`config.mk`:
```
export PLATFORM = sky130hd
export DESIGN_NAME = load_store_sequencer
export DESIGN_NICKNAME = d
export VERILOG_FILES = /design/src/rtl/load_store_sequencer.sv
export SDC_FILE = /design/constraint.sdc
export NUM_CORES = 1
export LEC_CHECK = 0
export ABC_AREA = 1
export CORE_UTILIZATION = 44
export CTS_BUF_LIST = sky130_fd_sc_hd__clkbuf_8
export DETAILED_ROUTE_END_ITERATION = 12
export PLACE_DENSITY_LB_ADDON = 0.15
export SLEW_MARGIN = 0
export SYNTH_ARGS = -nofsm -noshare
export SYNTH_HDL_FRONTEND = slang
export SYNTH_SLANG_ARGS = --single-unit
```
`constraint.sdc`:
```
create_clock -name CLK -period 1.95 [get_ports CLK]
set_clock_uncertainty 0.2 [all_clocks]
set_input_delay 0.2925 -clock CLK [delete_from_list [all_inputs] [get_ports CLK]]
set_output_delay 0.2925 -clock CLK [all_outputs]
set_load 0.005 [all_outputs]
```
`src/rtl/load_store_sequencer.sv`:
```
// load_store_sequencer
//   Multi-cycle load/store sequencer for the LD/ST instruction group. It latches
//   the instruction fields on DECODE, runs one or two bus beats starting in the
//   EXECUTE cycle with a wait-state handshake and timeout, and issues register
//   write enables on COMMIT.
//
//   Inputs : CLK, RESET (async, active high), DECODE/EXECUTE/COMMIT phase strobes,
//            GROUP_LDS, OPF[1:0], MODEF[2:0], PAIR, BYTE, MEM_RDY.
//   Outputs: STALL, RDX, WRX, BYTEX, ADDR_BUSX[1:0], ALUA_SRCX[2:0],
//            BEAT_OFS[ADDR_WIDTH-1:0], REGA_WEN, REGB_WEN, REGA_PLUS1, BUS_ERR.
//
//   All outputs are decoded combinationally from the state register, the latched
//   fields and MEM_RDY. They are all zero whenever the block is idle, so an
//   asynchronous reset clears every output in the same cycle.
module load_store_sequencer #(
  parameter int ADDR_WIDTH = 16,
  parameter int WAIT_MAX   = 15,
  parameter int PAIR_EN    = 1
) (
  input  logic                  CLK,
  input  logic                  RESET,
  input  logic                  DECODE,
  input  logic                  EXECUTE,
  input  logic                  COMMIT,
  input  logic                  GROUP_LDS,
  input  logic [1:0]            OPF,
  input  logic [2:0]            MODEF,
  input  logic                  PAIR,
  input  logic                  BYTE,
  input  logic                  MEM_RDY,
  output logic                  STALL,
  output logic                  RDX,
  output logic                  WRX,
  output logic                  BYTEX,
  output logic [1:0]            ADDR_BUSX,
  output logic [2:0]            ALUA_SRCX,
  output logic [ADDR_WIDTH-1:0] BEAT_OFS,
  output logic                  REGA_WEN,
  output logic                  REGB_WEN,
  output logic                  REGA_PLUS1,
  output logic                  BUS_ERR
);

  localparam logic [1:0] LDSOPF_LD = 2'd0;
  localparam logic [1:0] LDSOPF_ST = 2'd1;

  localparam logic [2:0] MODE_LDS_REG_REG     = 3'd0;
  localparam logic [2:0] MODE_LDS_HERE        = 3'd1;
  localparam logic [2:0] MODE_LDS_REG_REG_DEC = 3'd2;
  localparam logic [2:0] MODE_LDS_REG_REG_INC = 3'd3;
  localparam logic [2:0] MODE_LDS_REG_FP      = 3'd4;
  localparam logic [2:0] MODE_LDS_REG_SP      = 3'd5;
  localparam logic [2:0] MODE_LDS_REG_RS      = 3'd6;

  // Zero is reserved as "no source" so an idle block drives all-zero selects.
  localparam logic [1:0] ADDR_BUSX_ALUB_DATA = 2'd1;
  localparam logic [1:0] ADDR_BUSX_HERE      = 2'd2;
  localparam logic [1:0] ADDR_BUSX_ALU_R     = 2'd3;

  localparam logic [2:0] ALUA_SRCX_ZERO      = 3'd0;
  localparam logic [2:0] ALUA_SRCX_TWO       = 3'd1;
  localparam logic [2:0] ALUA_SRCX_MINUS_TWO = 3'd2;
  localparam logic [2:0] ALUA_SRCX_U5_0      = 3'd3;

  localparam logic [ADDR_WIDTH-1:0] OFS_TWO  = {{(ADDR_WIDTH-2){1'b0}}, 2'b10};
  localparam logic [ADDR_WIDTH-1:0] OFS_ZERO = {ADDR_WIDTH{1'b0}};
  localparam logic [7:0]            WAIT_LIM = 8'(WAIT_MAX);

  typedef enum logic [2:0] {
    S_IDLE  = 3'd0,
    S_BEAT1 = 3'd1,
    S_WAIT1 = 3'd2,
    S_BEAT2 = 3'd3,
    S_WAIT2 = 3'd4,
    S_DONE  = 3'd5,
    S_ERR   = 3'd6
  } state_t;

  state_t     state_q, state_d;
  logic [7:0] wait_cnt_q, wait_cnt_d;
  logic       lds_q, lds_d;      // a load/store instruction is latched
  logic [1:0] opf_q, opf_d;
  logic [2:0] mode_q, mode_d;
  logic       pair_q, pair_d;
  logic       byte_q, byte_d;
  logic       pair2_q, pair2_d;  // the second beat was executed

  state_t     cur_s;
  logic       is_ld_s, is_st_s, incdec_s, do_pair_s;
  logic [1:0] mode_abus_s;
  logic [2:0] mode_alua_s;

  // State and latched-field registers.
  always_ff @(posedge CLK or posedge RESET) begin
    if (RESET) begin
      state_q    <= S_IDLE;
      wait_cnt_q <= 8'd0;
      lds_q      <= 1'b0;
      opf_q      <= 2'd0;
      mode_q     <= 3'd0;
      pair_q     <= 1'b0;
      byte_q     <= 1'b0;
      pair2_q    <= 1'b0;
    end else begin
      state_q    <= state_d;
      wait_cnt_q <= wait_cnt_d;
      lds_q      <= lds_d;
      opf_q      <= opf_d;
      mode_q     <= mode_d;
      pair_q     <= pair_d;
      byte_q     <= byte_d;
      pair2_q    <= pair2_d;
    end
  end

  // Addressing-mode decode of the latched mode field.
  always_comb begin
    mode_abus_s = ADDR_BUSX_ALUB_DATA;
    mode_alua_s = ALUA_SRCX_ZERO;
    case (mode_q)
      MODE_LDS_REG_REG:     begin mode_alua_s = ALUA_SRCX_ZERO;      mode_abus_s = ADDR_BUSX_ALUB_DATA; end
      MODE_LDS_HERE:        begin mode_alua_s = ALUA_SRCX_ZERO;      mode_abus_s = ADDR_BUSX_HERE;      end
      MODE_LDS_REG_REG_DEC: begin mode_alua_s = ALUA_SRCX_MINUS_TWO; mode_abus_s = ADDR_BUSX_ALU_R;     end
      MODE_LDS_REG_REG_INC: begin mode_alua_s = ALUA_SRCX_TWO;       mode_abus_s = ADDR_BUSX_ALUB_DATA; end
      MODE_LDS_REG_FP,
      MODE_LDS_REG_SP,
      MODE_LDS_REG_RS:      begin mode_alua_s = ALUA_SRCX_U5_0;      mode_abus_s = ADDR_BUSX_ALU_R;     end
      default:              begin mode_alua_s = ALUA_SRCX_ZERO;      mode_abus_s = ADDR_BUSX_ALUB_DATA; end
    endcase
  end

  // Next-state and output decode.
  always_comb begin
    state_d    = state_q;
    wait_cnt_d = wait_cnt_q;
    lds_d      = lds_q;
    opf_d      = opf_q;
    mode_d     = mode_q;
    pair_d     = pair_q;
    byte_d     = byte_q;
    pair2_d    = pair2_q;

    STALL      = 1'b0;
    RDX        = 1'b0;
    WRX        = 1'b0;
    BYTEX      = 1'b0;
    ADDR_BUSX  = 2'd0;
    ALUA_SRCX  = 3'd0;
    BEAT_OFS   = OFS_ZERO;
    REGA_WEN   = 1'b0;
    REGB_WEN   = 1'b0;
    REGA_PLUS1 = 1'b0;
    BUS_ERR    = 1'b0;

    is_ld_s   = (opf_q == LDSOPF_LD);
    is_st_s   = (opf_q == LDSOPF_ST);
    incdec_s  = (mode_q == MODE_LDS_REG_REG_INC) || (mode_q == MODE_LDS_REG_REG_DEC);
    do_pair_s = (PAIR_EN != 0) && pair_q && !byte_q;

    // The EXECUTE cycle itself is beat 1, so a zero-wait access completes
    // without stalling: an armed IDLE is treated as BEAT1 in that cycle.
    if ((state_q == S_IDLE) && lds_q && EXECUTE) begin
      cur_s = S_BEAT1;
    end else begin
      cur_s = state_q;
    end

    // Mode selects stay constant from DECODE until the instruction retires.
    if (lds_q) begin
      ADDR_BUSX = mode_abus_s;
      ALUA_SRCX = mode_alua_s;
    end else begin
      ADDR_BUSX = 2'd0;
      ALUA_SRCX = 3'd0;
    end

    case (cur_s)
      S_IDLE: begin
        wait_cnt_d = 8'd0;
        pair2_d    = 1'b0;
        if (DECODE) begin
          lds_d = GROUP_LDS;
          if (GROUP_LDS) begin
            opf_d  = OPF;
            mode_d = MODEF;
            pair_d = PAIR;
            byte_d = BYTE;
          end else begin
            opf_d  = opf_q;
          end
        end else begin
          lds_d = lds_q;
        end
      end
      S_BEAT1, S_WAIT1, S_BEAT2, S_WAIT2: begin
        RDX   = is_ld_s;
        WRX   = is_st_s;
        BYTEX = byte_q;
        if ((cur_s == S_BEAT2) || (cur_s == S_WAIT2)) begin
          BEAT_OFS   = OFS_TWO;
          REGA_PLUS1 = 1'b1;
        end else begin
          BEAT_OFS   = OFS_ZERO;
          REGA_PLUS1 = 1'b0;
        end
        if (MEM_RDY) begin
          wait_cnt_d = 8'd0;
          if (((cur_s == S_BEAT1) || (cur_s == S_WAIT1)) && do_pair_s) begin
            // Beat 1 of a pair: write Ra now, keep EXECUTE held for beat 2.
            REGA_WEN = is_ld_s;
            STALL    = 1'b1;
            pair2_d  = 1'b1;
            state_d  = S_BEAT2;
          end else begin
            STALL    = 1'b0;
            state_d  = S_DONE;
          end
        end else begin
          STALL = 1'b1;
          if ((cur_s == S_BEAT1) || (cur_s == S_BEAT2)) begin
            wait_cnt_d = 8'd0;
            state_d    = (cur_s == S_BEAT1) ? S_WAIT1 : S_WAIT2;
          end else if ((wait_cnt_q + 8'd1) == WAIT_LIM) begin
            wait_cnt_d = wait_cnt_q + 8'd1;
            state_d    = S_ERR;
          end else begin
            wait_cnt_d = wait_cnt_q + 8'd1;
            state_d    = cur_s;
          end
        end
      end
      S_DONE: begin
        // A pair retires through Ra+1 and moves the pointer by 4 (2 doubled).
        REGA_PLUS1 = pair2_q;
        BEAT_OFS   = (pair2_q && incdec_s) ? OFS_TWO : OFS_ZERO;
        if (COMMIT) begin
          REGA_WEN = is_ld_s;
          REGB_WEN = incdec_s;
          lds_d    = 1'b0;
          state_d  = S_IDLE;
        end else begin
          state_d  = S_DONE;
        end
      end
      S_ERR: begin
        BUS_ERR = 1'b1;
        lds_d   = 1'b0;
        state_d = S_IDLE;
      end
      default: begin
        lds_d   = 1'b0;
        state_d = S_IDLE;
      end
    endcase
  end

endmodule

```
Yosys cells after proc, flatten, opt, wreduce, memory -nomap -nowiden
Index checks and enable logic that the tools add are counted.

word-level totals
  bits in registers = 20
  latch bits = 0
  memory bits (writable) = 0
  memory bits (read-only) = 0
  input port bits = 14
  output and inout port bits = 29
  logic and storage cells = 87
  memories kept = 0

cells by class
  $add $sub $neg = 1
  multipliers = 0
  div/mod/pow operators = 0
  magnitude comparators = 0
  eq/ne operators = 18
  shift-type cells = 0
  mux-type cells = 39
  bitwise operators = 1
  reduce and logical (&&, ||, !) cells = 20

operators with widths
  cell                                                 count
  2-to-1 mux 3 bit                                     7
  equality test 3 bit, second input constant           6
  2-to-1 mux 1 bit                                     17
  2-to-1 mux 8 bit                                     2
  one-hot mux 8 bit (2 select lines)                   1
  equality test 3 x 2 -> 1 bit, second input constant  4
  one-hot mux 3 bit (3 select lines)                   1
  AND reduction 3 bit                                  3
  adder 8 x 1 -> 8 bit, second input constant          1
  equality test 8 x 4 -> 1 bit, second input constant  1
  2-to-1 mux 2 bit                                     4
  != test 2 bit, second input constant                 4
  one-hot mux 2 bit (2 select lines)                   2
  OR reduction 4 bit                                   2
  equality test 3 x 1 -> 1 bit, second input constant  2
  zero test 3 bit                                      2
  one-hot mux 1 bit (2 select lines)                   3
  one-hot mux 2 bit (3 select lines)                   1
  logical AND 1 bit                                    5
  logical OR 1 bit                                     4
  one-hot mux 1 bit (3 select lines)                   1
  OR reduction 3 bit                                   1
  equality test 2 x 1 -> 1 bit, second input constant  1
  zero test 2 bit                                      1
  other kinds (3)                                      3

Longest topological paths before layout
  depth in word-level cells = 10
  gate-level depth with buffers = 10
  gate-level depth less buffers = 10

Least setup slack after synthesis
Ideal clock, no wire load.

  path kind = reg-to-reg
  from = reg wait_cnt_q[0]
  to = reg state_q[1]
  setup time = 0.073 ns
  arrival = 1.358 ns
  data required time = 1.677 ns
  slack = 0.319 ns
  cell stages (with the launch flop) = 11
  buffers on the path = 0
  clock period less this slack = 1.631 ns
  cell sequence = dfrtp_1 > ha_1 > nand2_1 > inv_1 > nor2_1 > nand3_1 > nor2_1 > nand3_1 > nand2_1 > nand2_1 > a21oi_2

on the way
  word-level cells in the longest chain between the ends = 6

ends and longest elaborated chain
  item                                line  text
  start, declared                     80    logic [7:0] wait_cnt_q, wait_cnt_d;
  start signal, assigned              106   wait_cnt_q <= wait_cnt_d;
  adder 8 x 1 -> 8 bit                223   end else if ((wait_cnt_q + 8'd1) == WAIT_LIM) begin
  equality test 8 x 4 -> 1 bit        223
  2-to-1 mux 3 bit                    223
  2-to-1 mux 3 bit                    220   if ((cur_s == S_BEAT1) || (cur_s == S_BEAT2)) begin
  2-to-1 mux 3 bit                    206   if (MEM_RDY) begin
  one-hot mux 3 bit (3 select lines)  177   case (cur_s)
  end signal, assigned                105   state_q <= state_d;
  end, declared                       79    state_t state_q, state_d;

No other way between the ends.
A chain may end at the register's enable or synchronous reset.

Worst setup path after layout
  from = reg state_q[1]
  to = out RDX

on the way
  word-level cells in the longest chain between the ends = 7
  elaborated cells between the ends (all ways) = 10
  those cells by class = 4 x eq/ne; 2 x mux; 4 x reduce/logical

ends and longest elaborated chain
  item                                                        line  text
  zero test 3 bit                                             162   if ((state_q == S_IDLE) && lds_q && EXECUTE) begin
  logical AND 1 bit (2 in series)                             162
  2-to-1 mux 3 bit *                                          162
  equality test 3 x 2 -> 1 bit, or another cell as far along  177
  OR reduction 4 bit *                                        177
  2-to-1 mux 1 bit *                                          177
  end, declared                                               32    output logic RDX,

Mark *: on every way between the ends. The rest lies on a longest branch, timed or not.

==> flow_metrics.tcl <==
set metrics [dict create \
    status "complete, but fails checks" \
    failed_checks "setup timing" \
    slowest_stage "dfrtp_2" \
    antenna_found_initial 0 \
    ys_top_cells_by_count "nand2_1, inv_1, dfrtp_1" \
    grt_pass1_vias 1239 \
    slew_violations 0 \
    crit_type "reg2out" \
    fmaxAchievable_mhz 491 \
    area_delta_synth_final_pct 43.8 \
    r2r-end "wait_cnt_q[2]" \
    hold_violations 0 \
    multiInputGateArea_sq_um 810 \
    register_area_sq_um 503 \
    maxCapViolations 0 \
    drtIter0Drc 44 \
    grt_first_pass_wirelength_mm 5.52 \
    r2r-start "state_q[1]" \
    die-height_microns 58.8 \
    synth_xor_area_frac 0 \
    post-route-min-period_ns 2.03 \
    worstRegToRegCells 10 \
    portBuffers 26 \
    preCtsSetupSlack_ns -0.378 \
    p_leak_uw 0.00105 \
    clk_path_buf_depth 2 \
    synth_cell_types 28 \
    netlist_area_sq_um 1420 \
    vias_per_cell 4.73 \
    cts_buffers 3 \
    fp.coreArea_sq_um 3050 \
    cts.root.buffer_cell "clkbuf_8" \
    synth_top_area_cell "dfrtp_1" \
    grt_max_degree 21 \
    slowest_delay_ns 0.45 \
    cts_sinks 20 \
    vias 1415 \
    synth_compound_area_frac 0.151 \
    num-nets-final 272 \
    vdd_drop_max_mv 0.707 \
    tritoncts "done" \
    stdcell_count 299 \
    drive_gt1_frac 0.388 \
    clk_latency_ns 0.26 \
    power_density_nw_per_um2 1300 \
    worstHoldPathType "in2async" \
    first_pass_iters 4 \
    synth-seq-cells 20 \
    start_util 0.466 \
    required_ns 1.46 \
    cp-start-kind "register" \
    grt_usage 0.213 \
    synth_top_family_by_area "simple AND/OR/NAND/NOR gates" \
    clkTransAtPathRegs_ns 0.08 \
    syn_inst 193 \
    die_x_microns 58.8 \
    finalSetupTns_ns -0.295 \
    synth-adder-area-share 0.0176 \
    avgSynthCellArea_sq_um 7.36 \
    rows 20 \
    synth_mux_area_frac 0 \
    ys_warn_count 0 \
    dieArea_sq_um 3460 \
    placed_cells 281 \
    setup_ws_ns -0.0847 \
    synth_top_area_frac 0.352 \
    overflow 0 \
    detail-route-antenna-nets 0 \
    yosysSeqAreaShare 0.352 \
    synth-edff-count 0 \
    yosys.area_share.simple 0.292 \
    dp_hpwl_mm 2.44 \
    cts.htree.levels 1 \
    critPathArrivalTime_ns 1.54 \
    routedWlPerCell_microns 11.7 \
    crit_fanout 5 \
    reg2reg_slack_ns 0.08 \
    rsz0062_at_grt "yes" \
    setup_violations 5 \
    io_pins 43 \
    routed_wl_mm 3.50 \
    synthTopCellsByArea "dfrtp_1, nand2_1, buf_4" \
    synth_most_common_cell "nand2_1" \
    ys.flop_type "dfrtp_1" \
    synthArstFlopShare 1.00 \
    end_kind "primary output" \
    globalplace.congestion 0.817 \
    antenna_cells 0 \
    path_cells "buf_4 -> nand3_2 -> nand2_2 -> inv_2 -> nand3_4 -> buf_6 -> inv_6 -> nor3_2 -> buf_2" \
    fillers 278 \
    drc_errors 0 \
    finalCritPeriodShare 1.04 \
]
## worst max path at each step
stage	from	to	depth (start not counted)
after floorplan	wait_cnt_q[0]	state_q[1]	10
after global placement	EXECUTE	REGA_WEN	8
after detailed placement	EXECUTE	REGA_WEN	8
after CTS	state_q[1]	RDX	8
after global routing	state_q[2]	RDX	8
final	state_q[1]	RDX	9
## layout make-up
class / count / share of cell area
inverters: 34 / 0.0649
well taps: 44 / 0.0269
flip-flops and latches: 20 / 0.246
clock buffers: 4 / 0.0269
multi-input cells: 137 / 0.396
repair buffers: 60 / 0.239
## cells in the final DEF, fill, tap and decap left out, types with 9 or more instances in the layout
master / netlist / routed
nand2_1: 38 / 34
buf_4: 16 / 30
inv_1: 28 / 22
dfrtp_1: 20 / 18
conb_1: 1 / 16
nor2_1: 18 / 15
clkdlybuf4s50_1: 0 / 13
inv_2: 5 / 11
o21ai_0: 14 / 11
nand3_1: 13 / 9
## per-layer routing
metal,wire (microns),part of all wire,vias up,track usage
met2,1790,0.51,29,0.359
met5,0,0,-,0
met3,105,0.030,7,0.0352
li1,-,-,706,-
met4,55,0.016,0,0.0816
met1,1550,0.44,673,0.274
## metrics by stage
step	hold slack (ns)	instance area [sq um]	power, uW	util
global placement	0.295	1810	1970	0.593
CTS	0.171	1960	2480	0.643
global route	0.217	2040	2860	0.669
finish	0.154	2040	2650	0.669
floorplan	0.0563	1480	1400	-
detailed placement	0.306	1810	2000	0.593
## what timing repair did
| action | CTS | global route |
|---|---|---|
| hold buffers | 0 | 0 |
| setup buffers | 8 | 6 |
| gates resized for setup | 54 | 19 |
| setup endpoints to repair | 13 | 14 |
| pin swaps | 8 | 7 |
## kinds of logic after synthesis
kind of cell             after synthesis
AO/OA/AOI/OAI                         33
other                                  1
AND/OR/NAND/NOR                       86
buffers and inverters                 51
flip-flops                            20
adder cells (fa/ha/maj)                2
## power breakdown
part / total (uW) / switching, uW / internal (uW)
Sequential: 662 / 120 / 542
Clock: 329 / 149 / 180
Combinational: 1660 / 877 / 785
## sequential cells by signal, summed over array words and instances (netlist names)
| signal | flops |
|---|---|
| wait_cnt_q | 8 |
| mode_q | 3 |
| state_q | 3 |
| opf_q | 2 |
| byte_q | 1 |
| lds_q | 1 |
| pair2_q | 1 |
| pair_q | 1 |
## critical path: cells and delay by family (launching register included)
family        cells  cell delay (ns)
buf+inv           5             0.55
flops             1             0.45
simple gates      4             0.26
Note: power is estimated with default switching activity, not from simulation.
